### config.mk
export PLATFORM = sky130hd
export DESIGN_NAME = sg_lock_ctrl
export DESIGN_NICKNAME = d
export VERILOG_FILES = /design/src/rtl/sg_lock_ctrl_pkg.sv /design/src/rtl/sg_lock_ctrl_meas.sv /design/src/rtl/sg_lock_ctrl.sv
export SDC_FILE = /design/constraint.sdc
export NUM_CORES = 1
export LEC_CHECK = 0
export CAP_MARGIN = 25
export CORE_ASPECT_RATIO = 1.75
export CORE_MARGIN = 8
export CORE_UTILIZATION = 60
export DETAILED_ROUTE_END_ITERATION = 6
export HOLD_SLACK_MARGIN = 0.1
export PLACE_DENSITY = 0.81
export SLEW_MARGIN = 0
export SYNTH_ARGS = -nofsm -noshare
export SYNTH_HDL_FRONTEND = slang
export SYNTH_SLANG_ARGS = --single-unit
### constraint.sdc
create_clock -name clk_i -period 6.83 [get_ports clk_i]
set_clock_uncertainty 0.1 [all_clocks]
set_input_delay 0.683 -clock clk_i [delete_from_list [all_inputs] [get_ports clk_i]]
set_output_delay 0.683 -clock clk_i [all_outputs]
set_load 0.02 [all_outputs]
### src/rtl/sg_lock_ctrl_pkg.sv
// Shared definitions for the sync-generator lock controller: FSM state
// encodings, default lock qualification settings and a distance helper.
package sg_lock_ctrl_pkg;

  typedef logic [2:0] state_t;

  localparam logic [2:0] ST_IDLE    = 3'd0;
  localparam logic [2:0] ST_SYNC    = 3'd1;
  localparam logic [2:0] ST_MEASURE = 3'd2;
  localparam logic [2:0] ST_VERIFY  = 3'd3;
  localparam logic [2:0] ST_LOCKED  = 3'd4;

  localparam int DEF_STABLE_FRAMES = 4;
  localparam int DEF_MISS_LIMIT    = 2;
  localparam int DEF_H_TOL         = 4;
  localparam int DEF_V_TOL         = 1;

  function automatic logic [31:0] abs_diff(input logic [31:0] a, input logic [31:0] b);
    return (a > b) ? (a - b) : (b - a);
  endfunction

endpackage

### src/rtl/sg_lock_ctrl_meas.sv
// Measures the synchronised sync reference: line period, lines per frame and
// a frame timeout, all in PCLK cycles.
module sg_lock_ctrl_meas
  import sg_lock_ctrl_pkg::*;
#(
  parameter int HCNT_W = 12,
  parameter int VCNT_W = 11,
  parameter int TMO_W  = 22
) (
  input  logic              clk_i,
  input  logic              reset_i,
  input  logic              clr_i,
  input  logic              hsync_i,
  input  logic              vsync_i,
  output logic              frame_done_o,
  output logic [HCNT_W-1:0] hp_cur_o,
  output logic [VCNT_W-1:0] ln_cur_o,
  output logic              timeout_o
);

  logic              hs_prev_q, vs_prev_q;
  logic [HCNT_W-1:0] hcnt_q, hp_cur_q, hcnt_inc;
  logic [VCNT_W-1:0] lcnt_q, ln_cur_q, lcnt_inc;
  logic [TMO_W-1:0]  tmo_q;
  logic              hs_fall, vs_fall;

  assign hs_fall  = hs_prev_q & ~hsync_i;
  assign vs_fall  = vs_prev_q & ~vsync_i;
  assign hcnt_inc = (&hcnt_q) ? hcnt_q : hcnt_q + 1'b1;
  assign lcnt_inc = (&lcnt_q) ? lcnt_q : lcnt_q + 1'b1;

  // A line edge coinciding with the frame edge belongs to the frame that is ending.
  always_ff @(posedge clk_i) begin
    if (reset_i) begin
      hs_prev_q <= 1'b0;
      vs_prev_q <= 1'b0;
      hcnt_q    <= '0;
      hp_cur_q  <= '0;
      lcnt_q    <= '0;
      ln_cur_q  <= '0;
      tmo_q     <= '0;
    end else begin
      hs_prev_q <= hsync_i;
      vs_prev_q <= vsync_i;
      if (clr_i) begin
        hcnt_q <= '0;
        lcnt_q <= '0;
        tmo_q  <= '0;
      end else begin
        hcnt_q <= hs_fall ? '0 : hcnt_inc;
        if (hs_fall) hp_cur_q <= hcnt_inc;
        if (vs_fall) begin
          ln_cur_q <= hs_fall ? lcnt_inc : lcnt_q;
          lcnt_q   <= '0;
        end else if (hs_fall) begin
          lcnt_q <= lcnt_inc;
        end
        tmo_q <= vs_fall ? '0 : tmo_q + 1'b1;
      end
    end
  end

  assign frame_done_o = vs_fall & ~clr_i;
  assign timeout_o    = (&tmo_q) & ~clr_i;
  assign hp_cur_o     = hp_cur_q;
  assign ln_cur_o     = ln_cur_q;

endmodule

### src/rtl/sg_lock_ctrl.sv
// Lock sequencer for the output sync generator: qualifies a stable reference
// mode over several frames before releasing syncgen, then supervises lock.
module sg_lock_ctrl
  import sg_lock_ctrl_pkg::*;
#(
  parameter int HCNT_W        = 12,
  parameter int VCNT_W        = 11,
  parameter int STABLE_FRAMES = DEF_STABLE_FRAMES,
  parameter int MISS_LIMIT    = DEF_MISS_LIMIT,
  parameter int H_TOL         = DEF_H_TOL,
  parameter int V_TOL         = DEF_V_TOL,
  parameter int TMO_W         = 22
) (
  input  logic              clk_i,
  input  logic              reset_i,
  input  logic              enable_i,
  input  logic              v_change_i,
  input  logic              hsync_ref_i,
  input  logic              vsync_ref_i,
  input  logic              lost_clr_i,
  output logic              sg_reset_n_o,
  output logic              locked_o,
  output logic              lock_lost_o,
  output logic [HCNT_W-1:0] hperiod_o,
  output logic [VCNT_W-1:0] lines_o
);

  localparam int STAB_W = $clog2(STABLE_FRAMES + 1);
  localparam int MISS_W = $clog2(MISS_LIMIT + 1);

  state_t            state_q, state_d;
  logic [STAB_W-1:0] stab_q, stab_d;
  logic [MISS_W-1:0] miss_q, miss_d;
  logic [HCNT_W-1:0] hp_ref_q, hp_ref_d, hperiod_q, hperiod_d, hp_cur;
  logic [VCNT_W-1:0] ln_ref_q, ln_ref_d, lines_q, lines_d, ln_cur;
  logic              lost_q, lost_d, sg_rst_n_q, locked_q, eval_q;
  logic              frame_done, timeout, match;

  sg_lock_ctrl_meas #(
    .HCNT_W(HCNT_W),
    .VCNT_W(VCNT_W),
    .TMO_W (TMO_W)
  ) u_meas (
    .clk_i       (clk_i),
    .reset_i     (reset_i),
    .clr_i       (state_q == ST_IDLE),
    .hsync_i     (hsync_ref_i),
    .vsync_i     (vsync_ref_i),
    .frame_done_o(frame_done),
    .hp_cur_o    (hp_cur),
    .ln_cur_o    (ln_cur),
    .timeout_o   (timeout)
  );

  // A saturated period or a degenerate line count never qualifies as a mode.
  assign match = (abs_diff(32'(ln_cur), 32'(ln_ref_q)) <= 32'(V_TOL)) &&
                 (abs_diff(32'(hp_cur), 32'(hp_ref_q)) <= 32'(H_TOL)) &&
                 (ln_cur >= VCNT_W'(2)) && !(&hp_cur);

  always_comb begin
    state_d   = state_q;
    stab_d    = stab_q;
    miss_d    = miss_q;
    hp_ref_d  = hp_ref_q;
    ln_ref_d  = ln_ref_q;
    hperiod_d = hperiod_q;
    lines_d   = lines_q;
    lost_d    = lost_q & ~lost_clr_i;
    if (!enable_i || v_change_i) begin
      state_d = ST_IDLE;
      stab_d  = '0;
      miss_d  = '0;
    end else if (timeout && state_q != ST_IDLE) begin
      if (state_q == ST_LOCKED) lost_d = 1'b1;
      state_d = ST_SYNC;
      stab_d  = '0;
      miss_d  = '0;
    end else begin
      case (state_q)
        ST_IDLE: state_d = ST_SYNC;
        ST_SYNC: if (eval_q) state_d = ST_MEASURE;
        ST_MEASURE: if (eval_q) begin
          hp_ref_d = hp_cur;
          ln_ref_d = ln_cur;
          stab_d   = STAB_W'(1);
          state_d  = ST_VERIFY;
        end
        ST_VERIFY: if (eval_q) begin
          if (match) begin
            stab_d = stab_q + 1'b1;
            if (stab_q == STAB_W'(STABLE_FRAMES - 1)) begin
              state_d   = ST_LOCKED;
              hperiod_d = hp_ref_q;
              lines_d   = ln_ref_q;
              miss_d    = '0;
            end
          end else begin
            hp_ref_d = hp_cur;
            ln_ref_d = ln_cur;
            stab_d   = STAB_W'(1);
          end
        end
        ST_LOCKED: if (eval_q) begin
          if (match) begin
            miss_d = '0;
          end else if (miss_q == MISS_W'(MISS_LIMIT - 1)) begin
            state_d = ST_SYNC;
            lost_d  = 1'b1;
            miss_d  = '0;
            stab_d  = '0;
          end else begin
            miss_d = miss_q + 1'b1;
          end
        end
        default: state_d = ST_IDLE;
      endcase
    end
  end

  always_ff @(posedge clk_i) begin
    if (reset_i) begin
      state_q    <= ST_IDLE;
      stab_q     <= '0;
      miss_q     <= '0;
      hp_ref_q   <= '0;
      ln_ref_q   <= '0;
      hperiod_q  <= '0;
      lines_q    <= '0;
      lost_q     <= 1'b0;
      sg_rst_n_q <= 1'b0;
      locked_q   <= 1'b0;
      eval_q     <= 1'b0;
    end else begin
      state_q    <= state_d;
      stab_q     <= stab_d;
      miss_q     <= miss_d;
      hp_ref_q   <= hp_ref_d;
      ln_ref_q   <= ln_ref_d;
      hperiod_q  <= hperiod_d;
      lines_q    <= lines_d;
      lost_q     <= lost_d;
      sg_rst_n_q <= (state_d == ST_LOCKED);
      locked_q   <= (state_d == ST_LOCKED);
      eval_q     <= frame_done;
    end
  end

  assign sg_reset_n_o = sg_rst_n_q;
  assign locked_o     = locked_q;
  assign lock_lost_o  = lost_q;
  assign hperiod_o    = hperiod_q;
  assign lines_o      = lines_q;

endmodule

==> Flow_metrics.wiki, run 1 <==
{| class="wikitable"
! Metric !! Value
|-
| Result of the run || finished, final reports clean
|-
| Area of all placed cells without fillers || 0.00880 mm2
|-
| Antenna violations before repair || 0
|-
| Ports || 33
|-
| Vias after detailed routing || about 7.1k
|-
| Data arrival time of the worst path || 4.94 ns
|-
| Final global-route overflow total || 0
|-
| Pre-antenna DRT Iters || 7
|-
| Root Buffer || sky130_fd_sc_hd__clkbuf_16
|-
| Sequential Power Share || 42.7%
|-
| Post-Syn Instances || 956
|-
| Crit end category || register
|-
| Number of placed instances, taps included || 1113
|-
| Cell taking the most area after synthesis || sky130_fd_sc_hd__dfxtp_1
|-
| Routed Antenna Nets || 0
|-
| RSZ-0062 raised after global routing || false
|-
| Routed via count divided by cell count || 6.15
|-
| Slowest Stage Delay on Critical Path || 0.84 ns
|-
| H-tree depth reported by CTS || 4
|-
| Static leakage power || 3.14 nW
|-
| Cell chain of the critical path || inv_1 > ha_1 > and3_2 > a221oi_2 > o211a_1 > or2_1 > o41ai_2 > o22ai_1 > or4_4 > or4_1 > buf_8 > o21ai_0 > a21oi_1
|-
| Achievable clock frequency || 0.209 GHz
|-
| Cts hold-fix bufs || 0
|-
| Synthesis-to-finish area growth || 12.8%
|-
| TritonCTS clock tree || yes
|-
| DRC violation count after routing || 0
|-
| Average wire per standard cell || 17.5 um
|-
| Time the final worst path needs with I/O delays and setup || between 4 and 5 ns
|-
| Share of the cycle needed by the critical path after routing || 70.1%
|-
| Number of antenna diodes || 0
|-
| Clock Path Buffers || 2
|-
| Number of buffers created by CTS || 17
|-
| Critical path depth || 13
|-
| Crit start category || register
|-
| Die area || 0.0171 mm2
|-
| Hold Path Cell Cnt || 2
|-
| Netlist cell types || 72
|-
| Critical path's top delay family || simple AND/OR/NAND/NOR gates
|-
| Fin nets || 1022
|-
| Path depth of the worst reg2reg path || 13
|-
| Summed negative setup slack over all endpoints || 0 ns
|-
| Die Span Y || 167 um
|-
| Most common library cells after synthesis || sky130_fd_sc_hd__dfxtp_1, sky130_fd_sc_hd__nor2_1, sky130_fd_sc_hd__a21oi_1
|-
| Switching component of the power || 430 uW
|-
| Overall power after layout || 1.75 mW
|-
| Synth warnings || 0
|-
| Net count after synthesis || 1016
|-
| Routed wire length || 20000 um
|-
| Post-layout utilization of the core || 68.8%
|-
| GPL Wtd Cong || 0.965
|-
| Count of maximum capacitance violations || 0
|-
| Final hold violation count || 0
|-
| Final setup violation count || 0
|-
| Mapped Area || 0.00780 mm2
|-
| Clock network fraction of total power || 50.6%
|-
| Fraction of final layout cells with drive strength greater than 1 || 7.08%
|-
| Class of the worst hold path || reg -> reg
|-
| Cell with the most instances after synthesis || sky130_fd_sc_hd__dfxtp_1
|-
| Number of gates given a new drive strength after cts || 0
|-
| Post-Place Cell Area || 0.00821 mm2
|-
| Slowest CP cell || sky130_fd_sc_hd__or4_1
|-
| Seq cells post-synth || 127
|-
| HPWL after detailed placement || 14500 um
|-
| Effective utilization at floorplan || 61.0%
|-
| Synth Flop Type || sky130_fd_sc_hd__dfxtp_1
|-
| Final cell count without fillers || about 1.1k
|-
| Area share of the largest cell type after synthesis || 32.6%
|-
| Per-instance average area after synthesis || 8.16 um2
|-
| Clock transition at the registers of the reported paths || 0.06 ns
|-
| Required time of the worst setup path || about 7 ns
|-
| Number of enable-type register cells in the synthesized netlist || 0
|-
| Proportion of register bits with asynchronous set or reset after synthesis || 0%
|-
| Slew Limit Fails || 0
|-
| Setup Crit Path Kind || reg -> reg
|-
| Net Sw Frac || 24.6%
|-
| Largest net degree at the start of global routing || 100
|-
| Combinational fraction of design power || 6.7%
|-
| Worst path bufs/invs || 2
|-
| Power per Cell Area || 199 mW/mm2
|-
| Cell internal power dissipation || 1.32 mW
|-
| Count of buffers added by post-CTS timing repair for setup || 0
|-
| Clock latency reported for the late side of the worst-skew pair || 0.41 ns
|-
| Seq/Total Area, Yosys || 32.6%
|-
| X dimension of the die || 102 um
|-
| Clock Sinks || 127
|-
| GRT Resource Usage Total || 24.3%
|-
| Number of global-route vias before repair || 7028
|-
| Worst max-slew margin expressed relative to the limit || 36.4%
|-
| Count of input and output buffers || 32
|-
| Number of rows in the core area || 55
|-
| Largest voltage drop on the vdd net || 0.224 mV
|-
| Wire length of the first global-routing pass || 33200 um
|-
| CP Max Fanout || 15
|-
| Slew at the pin with the worst max-slew slack || 0.952 ns
|-
| Cells taking the most area after synthesis || sky130_fd_sc_hd__dfxtp_1, sky130_fd_sc_hd__ha_1, sky130_fd_sc_hd__nor2_1, sky130_fd_sc_hd__nand2b_1, sky130_fd_sc_hd__a21oi_1
|-
| Core area || about 0.013 mm2
|-
| Number of DRC markers in iteration 0 || 416
|}
## cell type report
class,instances,area (um2)
repair buffers,42,438
well taps,171,214
multi-input cells,708,4780
inverters,66,248
fillers,1074,4000
flip-flops and latches,127,2540
clock inverters,13,129
clock buffers,19,453
## cells in the final DEF (no fill, tap or decap), types with 17 or more instances in the layout
master	netlist	final
sky130_fd_sc_hd__dfxtp_1	127	127
sky130_fd_sc_hd__nor2_1	94	94
sky130_fd_sc_hd__a21oi_1	68	67
sky130_fd_sc_hd__inv_1	66	66
sky130_fd_sc_hd__nand2b_1	56	56
sky130_fd_sc_hd__ha_1	51	51
sky130_fd_sc_hd__nand2_1	44	44
sky130_fd_sc_hd__nand4_1	42	42
sky130_fd_sc_hd__o21ai_0	34	34
sky130_fd_sc_hd__mux2i_1	34	34
sky130_fd_sc_hd__xor2_1	31	31
sky130_fd_sc_hd__clkdlybuf4s50_1	0	31
sky130_fd_sc_hd__a211oi_1	25	25
sky130_fd_sc_hd__nand3_1	22	22
sky130_fd_sc_hd__clkbuf_16	0	17
## metal layers
| metal | part of all wire, % | up-vias | wire (um) | track usage, % |
|---|---|---|---|---|
| met5 | 0 | - | 0 | 0 |
| met3 | 4.3 | 90 | 853 | 4.01 |
| li1 | - | 3399 | - | - |
| met1 | 36 | 3353 | 7190 | 23.7 |
| met4 | 5.9 | 0 | 1190 | 15.6 |
| met2 | 54 | 211 | 10800 | 44.7 |
## metrics by stage
stage	worst slack, ns	hold slack, ns
finish	2.04	0.341
global route	1.77	0.349
CTS	1.97	0.339
detailed placement	2.00	0.326
global placement	2.15	0.323
floorplan	2.89	0.307
## worst min-delay path: stages, from the launching register on
cell and delay, ns:
sky130_fd_sc_hd__dfxtp_1 0.31, sky130_fd_sc_hd__nand2_1 0.06, sky130_fd_sc_hd__a21oi_1 0.03
## flip-flops by register name, indices dropped and copies added (netlist names), 12 cells and up
signal	count
hperiod_o	12
hp_ref_q	12
u_meas.tmo_q	22
u_meas.hp_cur_o	12
u_meas.hcnt_q	12
## cell families after synthesis
group	synth area share (%)
adders and majority gates	8.69
muxes	4.65
AOI/OAI and AO/OA	19.3
and+or+nand+nor	23.5
xor gates and xnor gates	4.94
DFF	32.6
buffers and inverters	6.30
## path summary, 6_finish.rpt
kind	slack (ns)	endpoint	startpoint
worst min-delay path	0.34	miss_q[1]	miss_q[1]
worst max register to register	2.04	hperiod_o[0]	ln_ref_q[5]
worst max-delay path	2.04	hperiod_o[0]	ln_ref_q[5]
worst min register to register	0.34	miss_q[1]	miss_q[1]
## power groups by stage
stage / Sequential [mW] / Combinational, mW / Clock [mW]
CTS: 0.747 / 0.115 / 0.893
detailed placement: 0.763 / 0.114 / 0
floorplan: 0.761 / 0.0892 / 0
global route: 0.747 / 0.127 / 0.931
global placement: 0.763 / 0.112 / 0
finish: 0.747 / 0.118 / 0.884
Note: power is estimated with default switching activity, not from simulation.
==> run 2, diff against run 1 <==
--- a/config.mk
+++ b/config.mk
@@ -8,10 +8,10 @@
 export CAP_MARGIN = 25
 export CORE_ASPECT_RATIO = 1.75
 export CORE_MARGIN = 8
-export CORE_UTILIZATION = 60
+export CORE_UTILIZATION = 56
 export DETAILED_ROUTE_END_ITERATION = 6
 export HOLD_SLACK_MARGIN = 0.1
-export PLACE_DENSITY = 0.81
+export PLACE_DENSITY = 0.79
 export SLEW_MARGIN = 0
 export SYNTH_ARGS = -nofsm -noshare
 export SYNTH_HDL_FRONTEND = slang
==> constraint.sdc (replaced) <==
create_clock -name clk_i -period 4.15 [get_ports clk_i]
set_clock_uncertainty 0.1 [all_clocks]
set_input_delay 0.415 -clock clk_i [delete_from_list [all_inputs] [get_ports clk_i]]
set_output_delay 0.415 -clock clk_i [all_outputs]
set_load 0.02 [all_outputs]
==> run 2 against run 1 <==
The run now ends with negative setup slack left. Cell count up 5.6%. Die area up 6.2%. Register-to-register slack worse by 2.1 ns. Non-clock buffer count up 59. Global-route usage down 0.31 points. Combinational power up 100%. Design area up 7.8%. Setup slack worse by 2.1 ns. Critical path type unchanged.
==> Flow_metrics.wiki, run 2 (synthesis results as in run 1) <==
{| class="wikitable"
! Metric !! Value
|-
| Result of the run || finished with violations
|-
| Violations in the final reports || negative setup slack
|-
| Largest net degree at the start of global routing || 100
|-
| Die area || 0.0181 mm2
|-
| Area of all placed cells without fillers || approximately 0.0095 mm2
|-
| TritonCTS clock tree || yes
|-
| Crit end category || register
|-
| X dimension of the die || about 110 um
|-
| Final hold violation count || 0
|-
| Cts hold-fix bufs || 0
|-
| Final hold slack || 0.329 ns
|-
| Register ranked first by flip-flop count || u_meas.tmo_q
|-
| Class of the worst hold path || reg -> reg
|-
| Clock Sinks || between 100 and 150
|-
| Reg-to-reg startpoint || u_meas.ln_cur_o[0]
|-
| H-tree depth reported by CTS || 4
|-
| Endpoint of the most critical setup path || lines_o[5]
|-
| Routed via count divided by cell count || 6.14
|-
| Most common cell after layout, fill and taps aside || sky130_fd_sc_hd__dfxtp_1
|-
| Fin nets || 1081
|-
| Minimum setup slack in the final design || -0.0142 ns
|-
| Average wire per standard cell || 18.8 um
|-
| Power per Cell Area || 300 mW/mm2
|-
| Share of the cycle needed by the critical path after routing || 100%
|-
| Count of maximum capacitance violations || 0
|-
| Worst R2R End || lines_o[5]
|-
| HPWL after detailed placement || 16300 um
|-
| Fraction of final layout cells with drive strength greater than 1 || 16.4%
|-
| Slew Limit Fails || 0
|-
| Clock transition at the registers of the reported paths || roughly 0.06 ns
|-
| Clock latency reported for the late side of the worst-skew pair || 0.42 ns
|-
| Commonest non-fill, non-tap cells in the layout || sky130_fd_sc_hd__dfxtp_1, sky130_fd_sc_hd__nor2_1, sky130_fd_sc_hd__inv_1
|-
| Static leakage power || 3.47 nW
|-
| GRT Resource Usage Total || between 20% and 30%
|-
| Synthesis-to-finish area growth || 21.6%
|-
| Slowest Stage Delay on Critical Path || approximately 0.59 ns
|-
| Path depth of the worst reg2reg path || 15
|-
| Number of buffers created by CTS || 17
|-
| Achievable clock frequency || 0.240 GHz
|-
| Setup slack of the worst register-to-register path || -0.01 ns
|-
| RSZ-0062 raised after global routing || true
|-
| Footprint of the multi-input gates || 0.00498 mm2
|-
| CP Max Fanout || 8
|-
| Routed wire length || 22800 um
|-
| DRC violation count after routing || 0
|-
| Data arrival time of the worst path || 4.32 ns
|-
| Slowest CP cell || sky130_fd_sc_hd__or4_4
|-
| Cell chain of the critical path || inv_2 > ha_4 > inv_2 > fa_2 > a21o_1 > a221oi_4 > xor2_1 > nand4_1 > o41ai_2 > o22ai_1 > or4_4 > or4_4 > buf_12 > o21ai_2 > a21oi_2
|-
| Wire length of the first global-routing pass || between 30000 and 40000 um
|-
| Worst max-slew margin expressed relative to the limit || 39.1%
|-
| Number of antenna diodes || 0
|-
| Largest voltage drop on the vdd net || 0.382 mV
|-
| Time the final worst path needs with I/O delays and setup || 4.16 ns
|-
| Slew at the pin with the worst max-slew slack || 0.913 ns
|-
| Die Span Y || 172 um
|-
| Count of input and output buffers || 32
|-
| Pre-antenna DRT Iters || 5
|-
| Required time of the worst setup path || 4.30 ns
|-
| Antenna violations before repair || 0
|-
| Worst path bufs/invs || 3
|-
| Setup Crit Path Kind || reg -> reg
|-
| Fillcell total || approximately 1.1k
|-
| Crit start category || register
|-
| Effective utilization at floorplan || 56.7%
|-
| Final setup violation count || 1
|-
| Summed negative setup slack over all endpoints || -0.0142 ns
|-
| Clock Path Buffers || 2
|-
| Number of flip-flops under the largest register name || 22
|-
| Core area || 0.0138 mm2
|-
| Post-layout utilization of the core || 68.9%
|-
| Final global-route overflow total || 0
|-
| Critical path depth || 15
|-
| Routed Antenna Nets || 0
|-
| Number of rows in the core area || 57
|-
| Critical path's top delay family || compound AO/OA/AOI/OAI gates
|-
| Post-Place Cell Area || 0.00859 mm2
|-
| Root Buffer || sky130_fd_sc_hd__clkbuf_16
|-
| Vias after detailed routing || about 7.4k
|-
| Reg area || 0.00255 mm2
|-
| GPL Wtd Cong || 0.971
|-
| Ports || 33
|-
| Number of DRC markers in iteration 0 || 388
|-
| Critical path origin || u_meas.ln_cur_o[0]
|-
| Overall power after layout || between 2 and 3 mW
|-
| Number of global-route vias before repair || 7229
|}
[run 2: per-layer routing]
layer | up-vias | routed length [um] | track usage, %
met1 | 3492 | 8040 | 22.3
met5 | - | 0 | 0
met4 | 0 | 1720 | 19.7
met3 | 120 | 909 | 4.22
li1 | 3525 | - | -
met2 | 289 | 12100 | 44.7
[run 2: per-stage QoR]
stage          setup WS (ns)  std cells
2_1_floorplan          0.206        956
3_3_place_gp         0.00237       1171
3_5_place_dp         -0.0224       1171
4_1_cts              0.00261       1202
5_1_grt               -0.212       1210
6_report             -0.0142       1210
[run 2: cell type report]
class | count | area share [%]
repair buffers | 101 | 10.1
flip-flops and latches | 127 | 26.8
well taps | 177 | 2.33
multi-input cells | 708 | 52.4
clock buffers | 20 | 4.81
clock inverters | 11 | 0.897
inverters | 66 | 2.61
[run 2: worst min path at each step]
stage,start,end,depth (start not counted)
5_1_grt,miss_q[1],miss_q[1],2
3_3_place_gp,miss_q[1],miss_q[1],2
4_1_cts,miss_q[1],miss_q[1],2
6_report,miss_q[1],miss_q[1],2
2_1_floorplan,miss_q[1],miss_q[1],2
3_5_place_dp,miss_q[1],miss_q[1],2
[run 2: worst register-to-register path, cell delays in order, from the launching register on]
cell	delay, ns
sky130_fd_sc_hd__dfxtp_2	0.32
sky130_fd_sc_hd__inv_2	0.06
sky130_fd_sc_hd__ha_4	0.13
sky130_fd_sc_hd__inv_2	0.04
sky130_fd_sc_hd__fa_2	0.39
sky130_fd_sc_hd__a21o_1	0.22
sky130_fd_sc_hd__a221oi_4	0.33
sky130_fd_sc_hd__xor2_1	0.18
sky130_fd_sc_hd__nand4_1	0.17
sky130_fd_sc_hd__o41ai_2	0.37
sky130_fd_sc_hd__o22ai_1	0.15
sky130_fd_sc_hd__or4_4	0.50
sky130_fd_sc_hd__or4_4	0.59
sky130_fd_sc_hd__buf_12	0.20
sky130_fd_sc_hd__o21ai_2	0.15
sky130_fd_sc_hd__a21oi_2	0.09
[run 2: timing repair]
action | CTS | global route
pin swaps | 3 | 22
endpoints found under the setup margin | 26 | 50
gates resized for setup | 6 | 68
cloned | 0 | 3
setup buffers | 0 | 5
[run 2: where the power goes]
| group | internal [mW] | total [mW] | switching [mW] |
|---|---|---|---|
| Sequential | 1.22 | 1.23 | 0.00477 |
| Clock | 0.797 | 1.38 | 0.583 |
| Combinational | 0.103 | 0.238 | 0.135 |
| Total | 2.12 | 2.84 | 0.723 |
==> run 3, diff against run 2 <==
--- a/config.mk
+++ b/config.mk
@@ -11,7 +11,8 @@
 export CORE_UTILIZATION = 56
 export DETAILED_ROUTE_END_ITERATION = 6
 export HOLD_SLACK_MARGIN = 0.1
-export PLACE_DENSITY = 0.79
+export PLACE_DENSITY = 0.77
+export SKIP_CTS_REPAIR_TIMING = 1
 export SLEW_MARGIN = 0
 export SYNTH_ARGS = -nofsm -noshare
 export SYNTH_HDL_FRONTEND = slang
==> run 3 against run 2 <==
The run now ends clean. Setup slack gained 0.092 ns. Sequential share of layout area grew 0.41 points. Hold slack gained 0.017 ns. Sequential cell count is the same. Critical path depth grew 2. Total power grew 5.8%. Global-route usage grew 0.83 points. Clock-buffer cell count shrank 2. Critical path type unchanged.
==> Flow_metrics.wiki, run 3 (synthesis results as in run 1) <==
{| class="wikitable"
! Metric !! Value
|-
| Number of DRC markers in iteration 0 || roughly 350
|-
| Net Sw Frac || 24.5%
|-
| Fillcell total || 1163
|-
| Number of rows in the core area || 57
|-
| Share of the cycle needed by the critical path after routing || between 90% and 100%
|-
| Effective utilization at floorplan || 56.7%
|-
| Average wire per standard cell || approximately 19 um
|-
| Pre-antenna DRT Iters || 5
|-
| Number of buffers created by CTS || 17
|-
| CP Max Fanout || 23
|-
| Number of flip-flops under the largest register name || 22
|-
| Overall power after layout || about 3 mW
|-
| Antenna violations before repair || 0
|-
| Number of global-route vias before repair || 7459
|-
| Sequential Power Share || between 40% and 50%
|-
| Routed via count divided by cell count || 6.12
|-
| Time the final worst path needs with I/O delays and setup || 4.07 ns
|-
| Static leakage power || 3.45 nW
|-
| Routed wire length || 22500 um
|-
| X dimension of the die || roughly 110 um
|-
| Final global-route overflow total || 0
|-
| Result of the run || finished, final reports clean
|-
| DRC violation count after routing || 0
|-
| Crit end category || register
|-
| Clock Path Buffers || 2
|-
| Most common cell after layout, fill and taps aside || sky130_fd_sc_hd__dfxtp_1
|-
| Number of antenna diodes || 0
|-
| Largest voltage drop on the vdd net || 0.284 mV
|-
| Clock network fraction of total power || 51.8%
|-
| Count of maximum capacitance violations || 0
|-
| Fraction of final layout cells with drive strength greater than 1 || between 10% and 20%
|-
| Wire length of the first global-routing pass || 36000 um
|-
| Required time of the worst setup path || 4.39 ns
|-
| Root Buffer || sky130_fd_sc_hd__clkbuf_16
|-
| Vias after detailed routing || 7388
|-
| Core area || ~0.014 mm2
|-
| Data arrival time of the worst path || between 4 and 5 ns
|-
| Slowest CP cell || sky130_fd_sc_hd__or4_4
|-
| Fin nets || between 1k and 1.5k
|-
| Cell chain of the critical path || inv_1 > ha_1 > inv_1 > fa_1 > a21o_1 > a221oi_4 > o211a_1 > buf_4 > or3b_2 > o31ai_2 > nand3b_1 > or4_4 > nor4_4 > buf_12 > a21oi_4 > buf_12 > mux2i_1
|-
| GPL Wtd Cong || approximately 0.97
|-
| Setup Crit Path Kind || reg -> reg
|-
| Ports || 33
|-
| Final setup violation count || 0
|-
| Combinational fraction of design power || around 7.4%
|-
| Die Span Y || 172 um
|-
| Clock Sinks || 127
|-
| Post-layout utilization of the core || 67.8%
|-
| Class of the worst hold path || reg -> reg
|-
| Register ranked first by flip-flop count || u_meas.tmo_q
|-
| Die area || 0.0181 mm2
|-
| Clock latency reported for the late side of the worst-skew pair || 0.42 ns
|-
| Crit start category || register
|-
| HPWL after detailed placement || 16500 um
|-
| Achievable clock frequency || 0.246 GHz
|-
| Cell internal power dissipation || approximately 2.3 mW
|-
| Slew Limit Fails || 0
|-
| Slew at the pin with the worst max-slew slack || between 0.8 and 0.9 ns
|-
| GRT Resource Usage Total || 24.8%
|-
| Slowest Stage Delay on Critical Path || between 0.5 and 0.6 ns
|-
| Routed Antenna Nets || 0
|-
| Largest net degree at the start of global routing || 100
|-
| TritonCTS clock tree || yes
|-
| Switching component of the power || 738 uW
|-
| Power per Cell Area || 322 mW/mm2
|-
| Clock transition at the registers of the reported paths || 0.06 ns
|-
| Final hold violation count || 0
|-
| Count of input and output buffers || 32
|-
| Worst max-slew margin expressed relative to the limit || roughly two fifths
|-
| Commonest non-fill, non-tap cells in the layout || sky130_fd_sc_hd__dfxtp_1, sky130_fd_sc_hd__nor2_1, sky130_fd_sc_hd__inv_1
|-
| Synthesis-to-finish area growth || 19.6%
|-
| H-tree depth reported by CTS || 4
|}
-- run 3: changes by cell type in the layout (fill, tap and decap cells not counted), sizes merged --
cell      before  now
inv           69   70
clkinv         5    7
bufinv         0    3
clkbuf        23   18
clkinvlp       3    0
-- run 3: layer usage --
metal / up-vias / wire length (um) / global-route usage, %
li1: 3508 / - / -
met1: 3545 / 7780 / 22.0
met2: 238 / 12400 / 48.3
met3: 97 / 844 / 4.07
met4: 0 / 1490 / 19.2
met5: - / 0 / 0
-- run 3: cell type report --
type | count | area, um2 | area share (%)
Clock buffer | 18 | 429 | 4.60
Sequential cell | 127 | 2540 | 27.3
Multi-Input combinational cell | 708 | 4870 | 52.1
Timing Repair Buffer | 98 | 847 | 9.08
Inverter | 66 | 248 | 2.65
Tap cell | 177 | 221 | 2.37
Clock inverter | 14 | 179 | 1.92
-- run 3: metrics by stage --
step | hold slack (ns) | std cells | area, um2 | worst slack (ns) | setup TNS, ns
floorplan | 0.307 | 956 | 7800 | 0.206 | 0
global placement | 0.319 | 1174 | 8610 | 0.0596 | 0
detailed placement | 0.325 | 1174 | 8610 | 0.0162 | 0
CTS | 0.339 | 1206 | 9220 | -0.0669 | -0.111
global route | 0.376 | 1208 | 9330 | -0.0382 | -0.115
finish | 0.346 | 1208 | 9330 | 0.0778 | 0
-- run 3: worst max-delay path, delay by kind of cell, from the launching register on --
kind	cells	cell delay (ns)
multiplexers	1	0.20
AO/OA/AOI/OAI	5	0.75
flip-flops	1	0.33
adder cells (fa/ha/maj)	2	0.37
buffers and inverters	5	0.66
AND/OR/NAND/NOR	4	1.57
-- run 3: final timing paths --
| kind | from | slack (ns) | cells after the start | endpoint |
|---|---|---|---|---|
| setup / recovery | u_meas.ln_cur_o[0] | 0.08 | 17 | hp_ref_q[3] |
| setup reg to reg | u_meas.ln_cur_o[0] | 0.08 | 17 | hp_ref_q[3] |
| hold reg to reg | miss_q[1] | 0.35 | 2 | miss_q[1] |
| hold / removal | miss_q[1] | 0.35 | 2 | miss_q[1] |
-- run 3: power by group through the flow --
stage	combinational [mW]	clock [mW]	sequential (mW)
final	0.222	1.56	1.23
after global routing	0.238	1.62	1.23
after CTS	0.205	1.57	1.23
after detailed placement	0.203	0	1.25
after floorplan	0.147	0	1.25
after global placement	0.202	0	1.25
